## src/rtl/handshake_pkg.sv

```systemverilog
// rtl/handshake_pkg.sv - shared FSM state encoding and default operand width
package handshake_pkg;

  localparam int DEFAULT_WIDTH = 8;

  typedef enum logic [1:0] {
    IDLE = 2'd0,
    BUSY = 2'd1,
    DONE = 2'd2
  } state_t;

endpackage

```

## src/rtl/mult_step.sv

```systemverilog
// rtl/mult_step.sv - one combinational shift-add multiply step
module mult_step #(
  parameter int WIDTH = 8
) (
  input  logic [2*WIDTH-1:0] acc,
  input  logic [2*WIDTH-1:0] mcand,
  input  logic               mbit,
  output logic [2*WIDTH-1:0] acc_next
);

  // mcand is pre-shifted by the caller, so the sum never exceeds 2*WIDTH bits
  assign acc_next = mbit ? (acc + mcand) : acc;

endmodule

```

## src/rtl/handshake_responder.sv

```systemverilog
// rtl/handshake_responder.sv - start/ready/done responder around an iterative multiplier
module handshake_responder
  import handshake_pkg::*;
#(
  parameter int WIDTH = DEFAULT_WIDTH
) (
  input  logic               clk,
  input  logic               rst,
  input  logic               start,
  input  logic               abort,
  input  logic [WIDTH-1:0]   op_a,
  input  logic [WIDTH-1:0]   op_b,
  output logic               ready,
  output logic               done,
  output logic [2*WIDTH-1:0] result
);

  localparam int CW = $clog2(WIDTH + 1);
  localparam logic [CW-1:0] LAST_STEP = CW'(WIDTH - 1);

  state_t             state;
  state_t             state_next;
  logic [CW-1:0]      cnt;
  logic [2*WIDTH-1:0] mcand;
  logic [WIDTH-1:0]   mplier;
  logic [2*WIDTH-1:0] acc;
  logic [2*WIDTH-1:0] acc_next;
  logic               accept;
  logic               step;
  logic               last;

  mult_step #(.WIDTH(WIDTH)) u_step (
    .acc      (acc),
    .mcand    (mcand),
    .mbit     (mplier[0]),
    .acc_next (acc_next)
  );

  always_comb begin
    state_next = state;
    accept     = 1'b0;
    step       = 1'b0;
    last       = (cnt == LAST_STEP);
    ready      = 1'b0;
    done       = 1'b0;
    case (state)
      IDLE: begin
        ready  = 1'b1;
        accept = start && !abort;
        if (accept) state_next = BUSY;
      end
      BUSY: begin
        if (abort) begin
          state_next = IDLE;
        end else begin
          step = 1'b1;
          if (last) state_next = DONE;
        end
      end
      DONE: begin
        done       = 1'b1;
        state_next = IDLE;
      end
      default: state_next = IDLE;
    endcase
  end

  always_ff @(posedge clk or posedge rst) begin
    if (rst) begin
      state  <= IDLE;
      cnt    <= '0;
      mcand  <= '0;
      mplier <= '0;
      acc    <= '0;
      result <= '0;
    end else begin
      state <= state_next;
      if (accept) begin
        mcand  <= {{WIDTH{1'b0}}, op_a};
        mplier <= op_b;
        acc    <= '0;
        cnt    <= '0;
      end else if (step) begin
        acc    <= acc_next;
        mcand  <= mcand << 1;
        mplier <= mplier >> 1;
        cnt    <= cnt + CW'(1);
        // result only moves on a completed job, so an abort leaves the old value
        if (last) result <= acc_next;
      end
    end
  end

endmodule

```

## config.mk

```make
export PLATFORM = sky130hd
export DESIGN_NAME = handshake_responder
export DESIGN_NICKNAME = d
export VERILOG_FILES = /design/src/rtl/handshake_pkg.sv /design/src/rtl/mult_step.sv /design/src/rtl/handshake_responder.sv
export SDC_FILE = /design/constraint.sdc
export NUM_CORES = 1
export LEC_CHECK = 0
export ABC_AREA = 1
export ABC_CLOCK_PERIOD_IN_PS = 2200
export CAP_MARGIN = 20
export CORE_ASPECT_RATIO = 2
export CORE_MARGIN = 2
export CORE_UTILIZATION = 55
export DETAILED_ROUTE_END_ITERATION = 8
export PLACE_DENSITY = 0.78
export SYNTH_ARGS = -nofsm -noshare
export SYNTH_HDL_FRONTEND = slang
export SYNTH_SLANG_ARGS = --single-unit
```

## constraint.sdc

```tcl
create_clock -name clk -period 2.2 [get_ports clk]
set_input_delay 0.33 -clock clk [delete_from_list [all_inputs] [get_ports clk]]
set_output_delay 0.33 -clock clk [all_outputs]
set_load 0.02 [all_outputs]
```

### Word level (Yosys, flattened, before mapping)

Index checks and enable logic that the tools add are counted.

| cells by class | value |
|---|---|
| $add $sub $neg | 2 |
| eq/ne operators | 5 |
| mux-type cells | 18 |
| bitwise logic cells | 1 |
| reductions and logical operators | 6 |

Operators by type and width:

| cell | count |
|---|---|
| $mux 16 | 5 |
| $add 16x16->16 | 1 |
| $mux 8 | 2 |
| $mux 4 | 2 |
| $mux 2 | 3 |
| $mux 1 | 5 |
| $add 4x1->4 const B | 1 |
| $eq 4x3->1 const B | 1 |
| $pmux 2 s2 | 1 |
| $ne 3x3->1 const B | 1 |
| $reduce_and 3->1 | 1 |
| $eq 2x1->1 const B | 1 |
| $eq 2x2->1 const B | 1 |
| $logic_not 2->1 | 1 |
| $ne 2x2->1 const B | 1 |
| $reduce_and 2->1 | 1 |
| $reduce_bool 2->1 | 1 |
| $logic_and 1x1->1 | 1 |
| $logic_not 1->1 | 1 |
| $not 1->1 | 1 |

| word-level totals | value |
|---|---|
| bits in registers | 62 |
| bits of input ports | 20 |
| output and inout bits | 18 |
| logic and storage cells | 38 |

### Longest topological paths before layout

Gate-level depths: netlist (run 1).

| depth | value |
|---|---|
| depth in word-level cells | 5 |
| mapped depth | 12 |
| depth with buffers taken out | 12 |

### Cells and area by module

Synthesis (run 1) repeated with hierarchy kept, for this count alone.

| second synthesis, totals | value |
|---|---|
| cell total of the unflattened synthesis | 535 |
| area, all modules | 3818.7 µm² |

By module, submodules not included:

| module | times used | cells an instance | area each (µm²) | seq. area each (µm²) |
|---|---|---|---|---|
| handshake_responder | 1 | 314 | 2730.1 | 1551.5 |
| mult_step | 1 | 221 | 1088.5 | 0.0 |

### Least setup slack after synthesis (run 1)

No wires, ideal clock.

| timing path | value |
|---|---|
| path kind | register to register |
| start point | register mcand[0] |
| end point | register acc[4] |
| library setup time | 0.138 ns |
| arrival time | 1.652 ns |
| required time | 2.062 ns |
| slack | 0.410 ns |
| cell stages (with the launch flop) | 9 |
| buffers on the path | 0 |
| period minus slack after synthesis | 1.790 ns |
| cell sequence | dfrtp_1 -> ha_1 -> fa_1 -> nand2_1 -> nand2_1 -> and2_1 -> xor2_1 -> o21ai_0 -> o22ai_1 |

| between the ends | value |
|---|---|
| longest elaborated chain between the ends | 4 |

RTL lines:

| element | line | source |
|---|---|---|
| start: declaration | handshake_responder.sv:24 | `logic [2*WIDTH-1:0] mcand;` |
| start signal: assignment | handshake_responder.sv:79 | `mcand <= {{WIDTH{1'b0}}, op_a};` |
| start signal: assignment | handshake_responder.sv:85 | `mcand <= mcand << 1;` |
| $add 16x16->16 | mult_step.sv:12 | `assign acc_next = mbit ? (acc + mcand) : acc;` |
| $mux 16 | mult_step.sv:12 |  |
| $mux 16 | handshake_responder.sv:83 | `end else if (step) begin` |
| $mux 16 | handshake_responder.sv:78 | `if (accept) begin` |
| end signal: assignment | handshake_responder.sv:84 | `acc <= acc_next;` |
| end: declaration | handshake_responder.sv:26 | `logic [2*WIDTH-1:0] acc;` |

Every way passes these cells. The select of a mux whose other input is x is not followed.
A chain may end at the register's enable or synchronous reset.

### Worst setup path in the final report (run 1)

| timing path | value |
|---|---|
| start point | register mcand[0] |
| end point | register result[10] |

| between the ends | value |
|---|---|
| longest elaborated chain between the ends | 2 |

RTL lines:

| element | line | source |
|---|---|---|
| $add 16x16->16 | mult_step.sv:12 |  |
| $mux 16 | mult_step.sv:12 |  |
| end signal: assignment | handshake_responder.sv:89 | `if (last) result <= acc_next;` |
| end: declaration | handshake_responder.sv:15 | `output logic [2*WIDTH-1:0] result` |

Every way passes these cells.

==> impl_metrics.toml, run 1 <==
[run_status]
outcome = "complete, no violations"

[sta]
fmax_mhz = 502
slew_viol_final = 0
tightest_slew_ns = 0.475
maxSlewHeadroom_pct = 68.3
rsz0062_at_grt = "no"
timing.final.crit_share_pct = 90.5
min_period_ns = 1.99
tns_ns = 0
finalSetupViolations = 0
finalHoldViolCount = 0
finalClockSkew_ns = 0.00721

[final_layout]
drive_above_1_share_pct = 8.00
fill_cells = 548
antenna_cells = 0
area_delta_synth_final_pct = 20.4
nNetsFinal = 559

[cts]
cts_tree = "built"
path_clk_slew_ns = 0.05
root_buffer = "clkbuf_16"
cts_resized = 0
holdBufCountCts = 0
post_cts_buffers = 0
cts_buffers = 9
h-tree-depth = 3
worstSkewPairLatency_ns = 0.33
clk_path_buf_depth = 2
cts_sinks = 62

[critical_path]
cp.arrival_ns = 2.21
path_class = "reg -> reg"
end_kind = "flip-flop"
required_ns = 2.42
crit_path_max_fanout = 3
cp-start-kind = "flip-flop"

[routing]
dr.pass1.iters = 5
wl_per_cell_um = 14.7
totalWireLength_um = 8950
final_antenna_net_count = 0
drt_iter0_drc = 173
via_count = 3295
drc_errors = 0
viasPerCell = 5.39

[floorplanning]
fp.coreArea_um2 = 6310
row_count = 41
ios = 38
start_util_pct = 57.0
die_y_um = 118
die_area_um2 = 7250
die_x_um = 61.2

[global_routing]
grt_max_degree = 63
overflow = 0
grtUsageTotal_pct = 28.2
grt_pass1_vias = 3375
antenna_found_initial = 0
grt_pass1_wl_um = 15300

[synth]
synth.distinct_cells = 28
yosys_register_bits = 62
ys_seq_area_share_pct = 43.1
syn_area_um2 = 3600
synth_cells = 483
yosysWarnings = 0
synth_nets = 520
avgSynthCellArea_um2 = 7.45

[job]
max_cap_viol_count = 0

[power_and_ir_drop]
p_per_area_nw_per_um2 = 980
power_mw = 4.25
vdd_drop_max_v = 0.000745
leakagePower_nw = 2.28

[placed_design]
place.gp.congestion = 0.953
dp_hpwl_um = 6340
numPortBuffers = 37

[hold_path]
hp-class = "in -> async"
-- metrics by stage --
stage	std cells	hold slack [ns]	setup WS [ns]	instance area [um^2]	util [%]
after detailed placement	597	0.470	0.231	4060	64.3
after global routing	611	0.437	0.0561	4330	68.7
after global placement	597	0.463	0.295	4060	64.3
after CTS	611	0.415	0.226	4330	68.7
final	611	0.387	0.209	4330	68.7
after floorplan	483	0.451	0.329	3600	-
-- power breakdown --
part           internal (mW)  switching (mW)  total [mW]  leakage (nW)
clock                  0.839           0.479        1.32         0.138
sequential              1.34           0.159        1.50         0.800
combinational          0.545           0.886        1.43          1.34
-- registers in the layout, indices dropped and copies added, names as in the netlist --
| name | cells |
|---|---|
| acc | 16 |
| cnt | 4 |
| mcand | 16 |
| mplier | 8 |
| result | 16 |
| state | 2 |
-- Yosys cell counts (all sizes together) --
cell type	count	area share [%]
and2	1	0.17
o22ai	4	0.70
xnor2	4	0.97
o21ai	62	9.0
or2	10	1.7
nand4	2	0.35
fa	1	0.56
buf	6	1.2
dfrtp	62	43
nor3	7	1.3
nor2	17	2.4
nand3	47	6.5
inv	72	7.5
nand3b	2	0.42
clkbuf	9	0.94
xor2	1	0.24
a22o	1	0.24
nand2	148	16
ha	16	5.6
a21oi	11	1.5
-- layout by cell type (no fill, tap or decap), types with 5 or more instances in the layout --
master           synthesis  layout
a21oi_1                 11      11
buf_4                    0       5
clkbuf_16                0       9
clkdlybuf4s50_1          0      37
dfrtp_1                 62      62
ha_1                    16      16
inv_1                   68      67
inv_2                    4       5
nand2_1                147     147
nand3_1                 47      47
nor2_1                  15      15
nor3_1                   6       6
o21ai_0                 52      52
o21ai_1                  6       6
or2_2                   10      10
-- worst max-delay path, cell delays in order, from the launching register on --
cell and delay, ns:
dfrtp_1 0.38, ha_1 0.23, fa_1 0.41, nand2_1 0.09, nand2_1 0.07, nand3b_1 0.10
nand2_1 0.10, nand2_1 0.13, nand2_1 0.07, nand2_1 0.05, nand3_1 0.10, nand3_1 0.11
nand2_1 0.05
-- logic make-up (layout without fill, tap and decap cells) --
logic type	Yosys count	in the layout	synth area share, %
buf+inv	87	129	9.63
flops	62	62	43.1
xor+xnor	5	5	1.22
fa+ha+maj	17	17	6.12
compound gates	78	78	11.5
simple gates	234	234	28.4
-- cell type report --
cell class	instances	area (um^2)	area share [%]
clock inverters	1	5.00	0.115
inverters	72	270	6.24
multi-input cells	334	1700	39.3
clock buffers	13	270	6.24
flip-flops and latches	62	1550	35.8
repair buffers	43	428	9.87
well taps	86	108	2.48
-- per-layer routing --
metal	GRT usage [%]	up-vias	wire, um
met3	6.13	28	357
li1	-	1625	-
met5	0	-	0
met1	31.9	1544	3230
met4	13.6	0	323
met2	47.7	98	5040
-- final timing paths --
path | startpoint | end | slack (ns) | cells past startpoint
setup / recovery | mcand[0] | result[10] | 0.21 | 12
hold / removal | rst | cnt[3] | 0.39 | 3
setup reg to reg | mcand[0] | result[10] | 0.21 | 12
hold reg to reg | result[2] | result[2] | 0.48 | 2
max in group asynchronous | rst | acc[1] | 1.53 | 3
min in group clk | result[2] | result[2] | 0.48 | 2
(Power assumes the default switching activity.)
==> run 2, diff against run 1 <==
--- a/config.mk
+++ b/config.mk
@@ -13,6 +13,8 @@
 export CORE_UTILIZATION = 55
 export DETAILED_ROUTE_END_ITERATION = 8
 export PLACE_DENSITY = 0.78
+export REMOVE_ABC_BUFFERS = 1
+export SLEW_MARGIN = 20
 export SYNTH_ARGS = -nofsm -noshare
 export SYNTH_HDL_FRONTEND = slang
 export SYNTH_SLANG_ARGS = --single-unit
==> run 2 against run 1 <==
Net effect: critical path depth down 1; non-clock buffer count unchanged; combinational power down 3%; sequential power about the same; first-iteration DRC count down 17%; highest routed layer unchanged; via count down 1.4%; total power up 7.8%.
==> impl_metrics.toml, run 2 (synthesized netlist as in run 1, its figures left out) <==
[run_status]
outcome = "complete, no violations"

[critical_path]
cpPeakStageDelay_ns = 0.39
cp_top_family = "simple AND/OR/NAND/NOR gates"
worstReg2RegEnd = "acc[12]"
crit_chain = "ha_1 > fa_2 > nand2_1 > nand2_1 > and2_1 > nand3_1 > nand3_1 > nand2_1 > nand3_1 > nand3_1 > nand2_1"
path_class = "reg -> reg"
cp_slowest_cell = "dfrtp_1"
r2r_start = "mcand[0]"
crit_path_max_fanout = 3
worstRegToRegCells = 11
end_kind = "flip-flop"
cp-start-kind = "flip-flop"
path_buf_inv = 0
cp.arrival_ns = 2.23
regToRegSetupSlack_ns = 0.19
required_ns = 2.42

[global_routing]
overflow = 0
grt_pass1_wl_um = 14300
grtUsageTotal_pct = 26.3
antenna_found_initial = 0
grt_pass1_vias = 3282
grt_max_degree = 63

[floorplanning]
ios = 38
fp.coreArea_um2 = 6310
row_count = 41
start_util_pct = 57.0
die_area_um2 = 7250
die_x_um = 61.2
die_y_um = 118

[final_layout]
area_delta_synth_final_pct = 22.8
final_area_um2 = 4420
drive_above_1_share_pct = 8.73
nNetsFinal = 559
final_common_cell = "nand2_1"
final_cell_mix = "nand2_1 (147), inv_1 (67), dfrtp_1 (62)"
reg_top3 = "acc (16), mcand (16), result (16)"
antenna_cells = 0

[cts]
worstSkewPairLatency_ns = 0.34
cts_tree = "built"
cts_buffers = 9
holdBufCountCts = 0
path_clk_slew_ns = 0.06
root_buffer = "clkbuf_16"
h-tree-depth = 3
clk_path_buf_depth = 2
cts_sinks = 62

[placed_design]
placed_area_um2 = 4060
place.gp.congestion = 0.908
dp_hpwl_um = 5890
numPortBuffers = 37

[routing]
drc_errors = 0
viasPerCell = 5.30
totalWireLength_um = 8460
drt_iter0_drc = 144
wl_per_cell_um = 13.8
dr.pass1.iters = 4
final_antenna_net_count = 0
via_count = 3250

[power_and_ir_drop]
leakagePower_nw = 2.30
p_per_area_nw_per_um2 = 1040
vdd_drop_max_v = 0.000663

[sta]
rsz0062_at_grt = "no"
slew_viol_final = 0
fmax_mhz = 497
finalClockSkew_ns = 0.00867
finalSetupViolations = 0
tightest_slew_ns = 0.477
timing.final.crit_share_pct = 91.5
tns_ns = 0
finalHoldViolCount = 0
maxSlewHeadroom_pct = 68.2
min_period_ns = 2.01

[hold_path]
hp-class = "in -> async"

[job]
max_cap_viol_count = 0
-- run 2: changes by cell type in the layout (fill, tap and decap cells not counted) --
cell        before  now
bufinv_16        0    3
clkinvlp_4       0    2
clkbuf_1         1    0
clkbuf_8         3    2
clkinv_2         1    0
fa_1             1    0
fa_2             0    1
-- run 2: stage by stage --
| step | utilization [%] | hold WS, ns | worst slack (ns) | total power [mW] | instances |
|---|---|---|---|---|---|
| global route | 70.0 | 0.409 | 0.0522 | 4.88 | 613 |
| detailed placement | 64.3 | 0.466 | 0.0959 | 2.89 | 597 |
| global placement | 64.3 | 0.464 | 0.174 | 2.85 | 597 |
| floorplan | - | 0.451 | 0.263 | 2.51 | 468 |
| CTS | 70.0 | 0.393 | 0.130 | 4.60 | 613 |
| finish | 70.0 | 0.363 | 0.187 | 4.58 | 613 |
-- run 2: layout make-up --
type	instances	area [um^2]
clock buffers	11	253
fillers	542	1890
flip-flops and latches	62	1550
multi-input cells	334	1700
well taps	86	108
repair buffers	43	428
inverters	72	270
clock inverters	5	105
-- run 2: timing repair --
item	CTS	global route
buffers inserted	0	0
setup endpoints to repair	0	1
gates resized for setup	0	1
-- run 2: worst max path at each step --
stage	start	endpoint	slack (ns)	cells past startpoint
6_report	mcand[0]	acc[12]	0.19	11
5_1_grt	mcand[0]	result[12]	0.05	11
4_1_cts	mcand[0]	acc[12]	0.13	11
3_5_place_dp	abort	result[0]	0.1	7
3_3_place_gp	abort	result[3]	0.17	7
2_1_floorplan	state[1]	result[3]	0.26	6
-- run 2: routing by layer --
layer	GRT usage, %	up-vias	part of all wire [%]
met5	0	-	0
met4	16.0	0	4.2
met3	7.00	32	3.4
met2	43.7	77	54
met1	27.9	1516	38
li1	-	1625	-
-- run 2: tightest hold or removal path, cell delays in order --
cell	delay (ns)
clkdlybuf4s50_1	0.41
inv_2	0.07
buf_12	0.28
-- run 2: power breakdown --
group / switching (mW) / internal (mW) / total (mW) / leakage, nW
Combinational: 0.848 / 0.543 / 1.39 / 1.34
Sequential: 0.162 / 1.34 / 1.50 / 0.800
Clock: 0.520 / 1.17 / 1.69 / 0.168
Total: 1.53 / 3.05 / 4.58 / 2.30
==> run 3, diff against run 2 <==
--- a/config.mk
+++ b/config.mk
@@ -14,7 +14,6 @@
 export DETAILED_ROUTE_END_ITERATION = 8
 export PLACE_DENSITY = 0.78
 export REMOVE_ABC_BUFFERS = 1
-export SLEW_MARGIN = 20
 export SYNTH_ARGS = -nofsm -noshare
 export SYNTH_HDL_FRONTEND = slang
 export SYNTH_SLANG_ARGS = --single-unit
==> results of run 3 <==
No change in the layout: final DEF, timing and power equal those of run 2.
